File: config.mk
export PLATFORM = sky130hd
export DESIGN_NAME = hazard_ctrl_flat
export DESIGN_NICKNAME = d
export VERILOG_FILES = /design/src/rtl/rv32i_types.sv /design/src/rtl/hazard_ctrl_if.sv /design/src/rtl/hazard_perf_cnt.sv /design/src/rtl/hazard_ctrl.sv /design/src/flat_wrapper.sv
export SDC_FILE = /design/constraint.sdc
export NUM_CORES = 1
export LEC_CHECK = 0
export CAP_MARGIN = 20
export CELL_PAD_IN_SITES_DETAIL_PLACEMENT = 1
export CELL_PAD_IN_SITES_GLOBAL_PLACEMENT = 1
export CORE_ASPECT_RATIO = 1.2
export CORE_MARGIN = 2
export CORE_UTILIZATION = 22
export CTS_CLUSTER_SIZE = 12
export DETAILED_ROUTE_END_ITERATION = 7
export GPL_TIMING_DRIVEN = 0
export PLACE_DENSITY = 0.92
export SLEW_MARGIN = 20
export SYNTH_ARGS = -nofsm -noshare
export SYNTH_HDL_FRONTEND = slang
export SYNTH_SLANG_ARGS = --single-unit
File: constraint.sdc
create_clock -name clk_i -period 1.99 [get_ports clk_i]
set_input_delay 0.398 -clock clk_i [delete_from_list [all_inputs] [get_ports clk_i]]
set_output_delay 0.398 -clock clk_i [all_outputs]
set_load 0.1 [all_outputs]
File: src/rtl/rv32i_types.sv
// Shared types for the pipeline hazard controller: FSM state and scoreboard slot.
package rv32i_types;

  typedef enum logic [1:0] {
    RUN   = 2'd0,
    DWAIT = 2'd1,
    IWAIT = 2'd2
  } hazard_state_t;

  typedef struct packed {
    logic       valid;
    logic [4:0] rd;
    logic       is_load;
  } sb_slot_t;

  localparam sb_slot_t SLOT_EMPTY = '0;

endpackage

File: src/rtl/hazard_ctrl_if.sv
// Pipeline <-> hazard controller signal bundle; master = pipeline, slave = controller.
interface hazard_ctrl_if #(parameter int CNT_W = 32);
  import rv32i_types::*;

  logic [4:0]       id_rs1_usage_i;
  logic [4:0]       id_rs2_usage_i;
  logic [4:0]       id_rd_usage_i;
  logic             id_is_load_i;
  logic             id_valid_i;
  logic             br_taken_i;
  logic             imem_busy_i;
  logic             dmem_busy_i;
  logic             freeze_o;
  logic             stall_front_o;
  logic             bubble_ex_o;
  logic             flush_front_o;
  logic [CNT_W-1:0] stall_cnt_o;
  logic [CNT_W-1:0] flush_cnt_o;
  // Debug/RVFI visibility of the controller state and scoreboard.
  hazard_state_t    state;
  sb_slot_t         ex_slot;
  sb_slot_t         mem_slot;

  modport master (
    output id_rs1_usage_i, id_rs2_usage_i, id_rd_usage_i, id_is_load_i, id_valid_i,
           br_taken_i, imem_busy_i, dmem_busy_i,
    input  freeze_o, stall_front_o, bubble_ex_o, flush_front_o,
           stall_cnt_o, flush_cnt_o, state, ex_slot, mem_slot
  );

  modport slave (
    input  id_rs1_usage_i, id_rs2_usage_i, id_rd_usage_i, id_is_load_i, id_valid_i,
           br_taken_i, imem_busy_i, dmem_busy_i,
    output freeze_o, stall_front_o, bubble_ex_o, flush_front_o,
           stall_cnt_o, flush_cnt_o, state, ex_slot, mem_slot
  );

endinterface

File: src/rtl/hazard_perf_cnt.sv
// Saturating stall/flush event counters for the hazard controller.
module hazard_perf_cnt #(
  parameter int CNT_W = 32
) (
  input  logic             clk_i,
  input  logic             rst_i,
  input  logic             stall_ev,
  input  logic             flush_ev,
  output logic [CNT_W-1:0] stall_cnt,
  output logic [CNT_W-1:0] flush_cnt
);

  always_ff @(posedge clk_i or posedge rst_i) begin
    if (rst_i) begin
      stall_cnt <= '0;
      flush_cnt <= '0;
    end else begin
      if (stall_ev && stall_cnt != '1) stall_cnt <= stall_cnt + CNT_W'(1);
      if (flush_ev && flush_cnt != '1) flush_cnt <= flush_cnt + CNT_W'(1);
    end
  end

endmodule

File: src/rtl/hazard_ctrl.sv
// Pipeline hazard controller: memory-wait freeze, branch flush, load-use stall.
// Optional statistics counters are built only when HAZARD_STATS_EN is defined.
module hazard_ctrl
  import rv32i_types::*;
#(
  parameter int CNT_W = 32
) (
  input logic         clk_i,
  input logic         rst_i,
  hazard_ctrl_if.slave bus
);

  hazard_state_t state;
  sb_slot_t      ex_slot;
  sb_slot_t      mem_slot;
  logic          load_use;
  logic          freeze;
  logic          stall_front;
  logic          bubble_ex;
  logic          flush_front;

  // Only the EX slot can stall: a load already in MEM is covered by forwarding.
  assign load_use = bus.id_valid_i && ex_slot.valid && ex_slot.is_load &&
                    (ex_slot.rd != 5'd0) &&
                    ((bus.id_rs1_usage_i == ex_slot.rd) ||
                     (bus.id_rs2_usage_i == ex_slot.rd));

  always_comb begin
    // NOTE: every output gets a default first so no latch is inferred.
    freeze      = 1'b0;
    stall_front = 1'b0;
    bubble_ex   = 1'b0;
    flush_front = 1'b0;
    if (rst_i) begin
      freeze = 1'b0;
    end else if (bus.dmem_busy_i) begin
      freeze = 1'b1;
    end else if (bus.br_taken_i) begin
      flush_front = 1'b1;
      bubble_ex   = 1'b1;
    end else if (load_use || bus.imem_busy_i) begin
      stall_front = 1'b1;
      bubble_ex   = 1'b1;
    end
  end

  always_ff @(posedge clk_i or posedge rst_i) begin
    if (rst_i) begin
      state    <= RUN;
      ex_slot  <= SLOT_EMPTY;
      mem_slot <= SLOT_EMPTY;
    end else begin
      case (state)
        RUN:     if (bus.dmem_busy_i) state <= DWAIT;
                 else if (bus.imem_busy_i) state <= IWAIT;
        DWAIT:   if (!bus.dmem_busy_i) state <= RUN;
        IWAIT:   if (bus.dmem_busy_i) state <= DWAIT;
                 else if (!bus.imem_busy_i) state <= RUN;
        default: state <= RUN;
      endcase
      if (!freeze) begin
        // NOTE: non-blocking, so MEM captures the pre-edge EX contents.
        mem_slot <= ex_slot;
        ex_slot  <= bubble_ex ? SLOT_EMPTY
                              : '{valid: bus.id_valid_i, rd: bus.id_rd_usage_i,
                                  is_load: bus.id_is_load_i};
      end
    end
  end

  assign bus.freeze_o      = freeze;
  assign bus.stall_front_o = stall_front;
  assign bus.bubble_ex_o   = bubble_ex;
  assign bus.flush_front_o = flush_front;
  assign bus.state         = state;
  assign bus.ex_slot       = ex_slot;
  assign bus.mem_slot      = mem_slot;

`ifdef HAZARD_STATS_EN
  hazard_perf_cnt #(.CNT_W(CNT_W)) u_perf (
    .clk_i     (clk_i),
    .rst_i     (rst_i),
    .stall_ev  (freeze | stall_front),
    .flush_ev  (flush_front),
    .stall_cnt (bus.stall_cnt_o),
    .flush_cnt (bus.flush_cnt_o)
  );
`else
  assign bus.stall_cnt_o = {CNT_W{1'b0}};
  assign bus.flush_cnt_o = {CNT_W{1'b0}};
`endif

endmodule

File: src/flat_wrapper.sv
// flat-port wrapper written by rule: the top's interface ports become plain ports
module hazard_ctrl_flat import rv32i_types::*;
#(
  parameter int CNT_W = 32
)
  (clk_i, rst_i, bus_id_rs1_usage_i, bus_id_rs2_usage_i, bus_id_rd_usage_i, bus_id_is_load_i, bus_id_valid_i, bus_br_taken_i, bus_imem_busy_i, bus_dmem_busy_i, bus_freeze_o, bus_stall_front_o, bus_bubble_ex_o, bus_flush_front_o, bus_stall_cnt_o, bus_flush_cnt_o, bus_state, bus_ex_slot, bus_mem_slot);
  hazard_ctrl_if #(.CNT_W(CNT_W)) bus_i ();
  input logic clk_i;
  input logic rst_i;
  input wire logic [$bits(bus_i.id_rs1_usage_i)-1:0] bus_id_rs1_usage_i;
  input wire logic [$bits(bus_i.id_rs2_usage_i)-1:0] bus_id_rs2_usage_i;
  input wire logic [$bits(bus_i.id_rd_usage_i)-1:0] bus_id_rd_usage_i;
  input wire logic [$bits(bus_i.id_is_load_i)-1:0] bus_id_is_load_i;
  input wire logic [$bits(bus_i.id_valid_i)-1:0] bus_id_valid_i;
  input wire logic [$bits(bus_i.br_taken_i)-1:0] bus_br_taken_i;
  input wire logic [$bits(bus_i.imem_busy_i)-1:0] bus_imem_busy_i;
  input wire logic [$bits(bus_i.dmem_busy_i)-1:0] bus_dmem_busy_i;
  output wire logic [$bits(bus_i.freeze_o)-1:0] bus_freeze_o;
  output wire logic [$bits(bus_i.stall_front_o)-1:0] bus_stall_front_o;
  output wire logic [$bits(bus_i.bubble_ex_o)-1:0] bus_bubble_ex_o;
  output wire logic [$bits(bus_i.flush_front_o)-1:0] bus_flush_front_o;
  output wire logic [$bits(bus_i.stall_cnt_o)-1:0] bus_stall_cnt_o;
  output wire logic [$bits(bus_i.flush_cnt_o)-1:0] bus_flush_cnt_o;
  output wire logic [$bits(bus_i.state)-1:0] bus_state;
  output wire logic [$bits(bus_i.ex_slot)-1:0] bus_ex_slot;
  output wire logic [$bits(bus_i.mem_slot)-1:0] bus_mem_slot;
  assign bus_i.id_rs1_usage_i = bus_id_rs1_usage_i;
  assign bus_i.id_rs2_usage_i = bus_id_rs2_usage_i;
  assign bus_i.id_rd_usage_i = bus_id_rd_usage_i;
  assign bus_i.id_is_load_i = bus_id_is_load_i;
  assign bus_i.id_valid_i = bus_id_valid_i;
  assign bus_i.br_taken_i = bus_br_taken_i;
  assign bus_i.imem_busy_i = bus_imem_busy_i;
  assign bus_i.dmem_busy_i = bus_dmem_busy_i;
  assign bus_freeze_o = bus_i.freeze_o;
  assign bus_stall_front_o = bus_i.stall_front_o;
  assign bus_bubble_ex_o = bus_i.bubble_ex_o;
  assign bus_flush_front_o = bus_i.flush_front_o;
  assign bus_stall_cnt_o = bus_i.stall_cnt_o;
  assign bus_flush_cnt_o = bus_i.flush_cnt_o;
  assign bus_state = bus_i.state;
  assign bus_ex_slot = bus_i.ex_slot;
  assign bus_mem_slot = bus_i.mem_slot;
  hazard_ctrl #(.CNT_W(CNT_W)) u_core (.clk_i(clk_i), .rst_i(rst_i), .bus(bus_i));
endmodule
---- Word level (Yosys, flattened, before mapping) ----
Index checks and enable logic that the tools add are counted.
operators by class
  equal/unequal tests ..................... 7
  mux-type cells .......................... 19
  reduce and logical (&&, ||, !) cells .... 9
operators by type and width
  kind                                                 count
  2-to-1 mux 1 bit                                     12
  equality test 5 bit                                  2
  2-to-1 mux 2 bit                                     5
  2-to-1 mux 7 bit                                     1
  != test 3 bit, second input constant                 2
  case mux 2 bit (3 select lines)                      1
  nonzero test 5 bit                                   1
  logical AND 1 bit                                    4
  AND reduction 3 bit                                  1
  equality test 2 x 1 -> 1 bit, second input constant  1
  equality test 2 bit, second input constant           1
  logical NOT 2 bit                                    1
  logical OR 1 bit                                     2
  != test 2 bit, second input constant                 1
storage, ports and cells
  bits in registers ....................... 16
  input port bits ......................... 22
  output and inout port bits .............. 84
  logic and storage cells ................. 42

---- Longest topological paths before layout ----
Gate-level depths: netlist of the first run.
  depth after elaboration ................. 10
  depth in mapped cells ................... 5
  gate-level depth less buffers ........... 5

---- Least setup slack after synthesis of the first run ----
OpenSTA, ideal clock, no wires.
  path kind ............................... reg-to-output
  start ................................... register, netlist name u_core.bus.ex_slot[1]
  end ..................................... output port bus_bubble_ex_o
  arrival time ............................ 3.801 ns
  data required time ...................... 1.592 ns
  path slack .............................. -2.209 ns
  cell stages (with the launch flop) ...... 6
  buffers on the path ..................... 0
  cells stage by stage .................... dfrtp_1 > xnor2_1 > nand3_1 > o22ai_2 > nand2_2 > a211oi_1
on the way
  word-level cells in the longest chain between the ends .. 8
  elaborated cells between the ends (all ways) .. 11
  those cells by class .................... eq/ne: 2; mux: 4; reduce/logical: 5
RTL lines
  what                                                          RTL line                              source
  equality test 5 bit, or another cell as far along             hazard_ctrl.sv:25                     ((bus.id_rs1_usage_i == ex_slot.rd) ||
  logical OR 1 bit / logical AND 1 bit (equally long branches)  hazard_ctrl.sv:25, hazard_ctrl.sv:23
  logical AND 1 bit *                                           hazard_ctrl.sv:24                     (ex_slot.rd != 5'd0) &&
  logical OR 1 bit *                                            hazard_ctrl.sv:41                     end else if (load_use || bus.imem_busy_i) begin
  2-to-1 mux 1 bit *                                            hazard_ctrl.sv:41
  2-to-1 mux 1 bit *                                            hazard_ctrl.sv:38                     end else if (bus.br_taken_i) begin
  2-to-1 mux 1 bit *                                            hazard_ctrl.sv:36                     end else if (bus.dmem_busy_i) begin
  2-to-1 mux 1 bit *                                            hazard_ctrl.sv:34                     if (rst_i) begin
  end, declared                                                 flat_wrapper.sv:20                    output wire logic [$bits(bus_i.bubble_ex_o)-1:0] bus_bubble_ex_o;
Every way passes the cells marked *; elsewhere a longest branch is shown, timed or not.

---- Worst setup path after layout of the first run ----
  start ................................... register, netlist name u_core.bus.ex_slot[3]
  end ..................................... output port bus_stall_front_o
on the way
  word-level cells in the longest chain between the ends .. 8
  elaborated cells between the ends (all ways) .. 11
  those cells by class .................... eq/ne: 2; mux: 4; reduce/logical: 5
RTL lines
  what                                                          RTL line                              source
  equality test 5 bit, or another cell as far along             hazard_ctrl.sv:25
  logical OR 1 bit / logical AND 1 bit (equally long branches)  hazard_ctrl.sv:25, hazard_ctrl.sv:23
  logical AND 1 bit *                                           hazard_ctrl.sv:24
  logical OR 1 bit *                                            hazard_ctrl.sv:41
  2-to-1 mux 1 bit *                                            hazard_ctrl.sv:41
  2-to-1 mux 1 bit *                                            hazard_ctrl.sv:38
  2-to-1 mux 1 bit *                                            hazard_ctrl.sv:36
  2-to-1 mux 1 bit *                                            hazard_ctrl.sv:34
  end, declared                                                 flat_wrapper.sv:19                    output wire logic [$bits(bus_i.stall_front_o)-1:0] bus_stall_front_o;
Marks and branches as above.

==> impl_metrics.yaml, run 1 <==
worst_setup_path:
  cp.arrival_ns: 1.99
  cpLargestDelayFamily: "flip-flops"
  critPathRequiredTime_ns: 1.59
  crit_path_max_incr_delay_ns: 0.52
  crit_buf_inv: 1
  cp_max_fo: 4
  crit_slowest_cell: "dfrtp_4"
  endpoint_kind: "output port"
  crit_type: "flip-flop to output port"
  start_kind: "flip-flop"
  critical_path.cell_chain: "xnor2_2 -> nand3_2 -> o22ai_4 -> nand2_4 -> a2111oi_4 -> buf_6"
clock_network:
  cts_sinks: 16
  cts_buffers: 3
  htreeDepth: 1
  cts_hold_buffers: 0
  clk_pin_slew_ns: 0.06
  clkLatencyLatePin_ns: 0.25
  tritoncts: "built"
  clockBufferDepth: 2
  cts-root-buf: "clkbuf_8"
floorplan:
  die_w_um: 73.5
  start_util: 0.226
  num_rows: 30
  die-area_um2: 6420
  core_area_um2: 5630
  die_h_um: 87.4
  io-pin-count: 106
run:
  maxCapViolCount: 0
synth:
  synth_area_um2: 1270
  synth_warnings: 0
  synth-edff-count: 0
  netlist.area_leader.share: 0.377
  synth_most_common_cell: "buf_4"
  yosysSeqAreaShare: 0.314
  synthCells: 129
  yosys-top-cells-count: "buf_4 (64), dfrtp_1 (16), xnor2_1 (10)"
  ys.flop_type: "dfrtp_1"
  syn-mean-instance-area_um2: 9.87
  synth_top_area_cell: "buf_4"
  yosysUniqueCellTypes: 22
  synthArstFlopShare: 1.00
  synth.area.top_cells: "buf_4 (38%), dfrtp_1 (31%), xnor2_1 (6.9%)"
  ys_seq_elements: 16
sta:
  worst_slack_ns: -0.397
  finalSetupViolCount: 2
  fin_crit_ns: 2.39
  hold_violations: 0
  fin_crit_sh: 1.20
  whs_ns: 0.458
  tns_ns: -0.772
  fmax_mhz: 419
  worstMarginPinSlew_ns: 0.980
  finClkSkew_ns: 0.00486
  report.final.slew_viol_count: 0
  rsz0062_at_grt: "yes"
  slew_headroom: 0.349
finish:
  drive_above_1_share: 0.477
  stdcell_count: 307
  nets: 266
  diodes: 0
  syn_to_final_growth_pct: 75.3
  fillers: 681
run_status:
  status: "finished with violations"
  violations: "setup timing"
drt:
  drtPass1Iterations: 4
  wl_um: 3470
  drc_errors: 0
  final_antenna_net_count: 0
  wire_per_inst_um: 11.3
  num_vias: 1084
  drtIter0Drc: 17
  vias_per_cell: 3.53
grt:
  groute.usage.overall: 0.101
  grt.overflow.total: 0
  grt_antenna_before_repair: 0
  grt_pass1_vias: 1002
  grt_pass1_wl_um: 4970
  grt_start_max_net_pins: 18
placement:
  portBuffers: 41
  hpwl_um: 2740
  dpl.cell_count: 297
  gp_congestion: 0.733
worst_hold_path:
  hp-class: "flip-flop to flip-flop"
pwr:
  power_density_nw_per_um2: 793
  p_leak_nw: 1.24
  irDropWorstVdd_v: 0.000230
  total_power_mw: 1.77
## cell usage in the layout (no fill, tap or decap), types with 3 or more instances in the layout
cell type        netlist  routed
buf_4                 64      72
conb_1                 1      64
dlygate4sd2_1          0      22
xnor2_2                0       9
clkdlybuf4s50_1        0       9
dfrtp_1               16       9
mux2_2                 7       7
a22o_1                 5       5
dfrtp_4                0       5
nor2_1                 3       3
nor3_1                 3       3
clkbuf_8               0       3
buf_6                  0       3
## report_power, final
part	internal [mW]	switching, mW	leakage [nW]
Combinational	0.236	0.893	1.03
Sequential	0.362	0.0315	0.191
Clock	0.142	0.108	0.0228
Total	0.739	1.03	1.24
## metal layers
layer | GRT usage | vias up | wire, um
met5 | 0 | - | 0
met4 | 0.0314 | 0 | 40
met3 | 0.0347 | 4 | 345
met2 | 0.179 | 66 | 1880
met1 | 0.111 | 492 | 1200
li1 | - | 522 | -
## state kept, by name, indices dropped and copies added (netlist names)
register and flops:
u_core.bus.mem_slot 7, u_core.bus.ex_slot 7, u_core.bus.state 2
## timing repair
item / 4_1_cts / 5_1_grt
resized for setup: 64 / 15
setup buffers: 3 / 4
pin swaps: 10 / 9
setup endpoints to repair: 29 / 7
## worst register-to-register path, cell delays in order, from the launching register on
cell	delay (ns)
dfrtp_4	0.52
xnor2_2	0.21
nand3_2	0.13
o22ai_4	0.20
buf_4	0.16
a31oi_4	0.14
a22o_2	0.28
## cell families after synthesis
kind of cell              synth area share
AOI/OAI and AO/OA                    0.107
xor gates and xnor gates            0.0688
buffers and inverters                0.391
DFF                                  0.314
other                              0.00294
and+or+nand+nor                     0.0540
muxes                               0.0619
## worst paths after layout
check                                                  start                                end  depth (start not counted)  slack [ns]
max in group asynchronous                              rst_i  u_core.bus.ex_slot[3]$_DFFE_PP0N_                          2        0.92
setup / recovery           u_core.bus.ex_slot[3]$_DFFE_PP0N_                  bus_stall_front_o                          6       -0.40
hold reg to reg              u_core.bus.state[0]$_DFFE_PP0P_    u_core.bus.state[1]$_DFFE_PP0P_                          1        0.46
min in group asynchronous                              rst_i  u_core.bus.ex_slot[2]$_DFFE_PP0N_                          2        0.56
setup reg to reg           u_core.bus.ex_slot[3]$_DFFE_PP0N_  u_core.bus.ex_slot[1]$_DFFE_PP0N_                          6        0.26
hold / removal               u_core.bus.state[0]$_DFFE_PP0P_    u_core.bus.state[1]$_DFFE_PP0P_                          1        0.46
## final cells by class
cell class | instances | area (um2) | area share
flip-flops and latches | 16 | 422 | 0.189
plain buffers | 65 | 488 | 0.218
well taps | 64 | 80.1 | 0.0359
repair buffers | 48 | 450 | 0.202
inverters | 2 | 7.51 | 0.00336
clock buffers | 4 | 45.0 | 0.0202
multi-input cells | 108 | 741 | 0.332
## stage by stage
stage	setup slack (ns)	utilization	area [um2]
2_1_floorplan	-0.816	-	1570
3_3_place_gp	-1.39	0.366	2060
3_5_place_dp	-1.43	0.366	2060
4_1_cts	-0.490	0.380	2140
5_1_grt	-0.505	0.397	2230
6_report	-0.397	0.397	2230
No activity file was read; power rests on OpenSTA's default activity.
==> run 2, diff against run 1 <==
--- a/config.mk
+++ b/config.mk
@@ -11,7 +11,7 @@
 export CORE_ASPECT_RATIO = 1.2
 export CORE_MARGIN = 2
 export CORE_UTILIZATION = 22
-export CTS_CLUSTER_SIZE = 12
+export CTS_CLUSTER_SIZE = 40
 export DETAILED_ROUTE_END_ITERATION = 7
 export GPL_TIMING_DRIVEN = 0
 export PLACE_DENSITY = 0.92
==> results of run 2 <==
Final layout, timing and power as in run 1 (identical DEF).
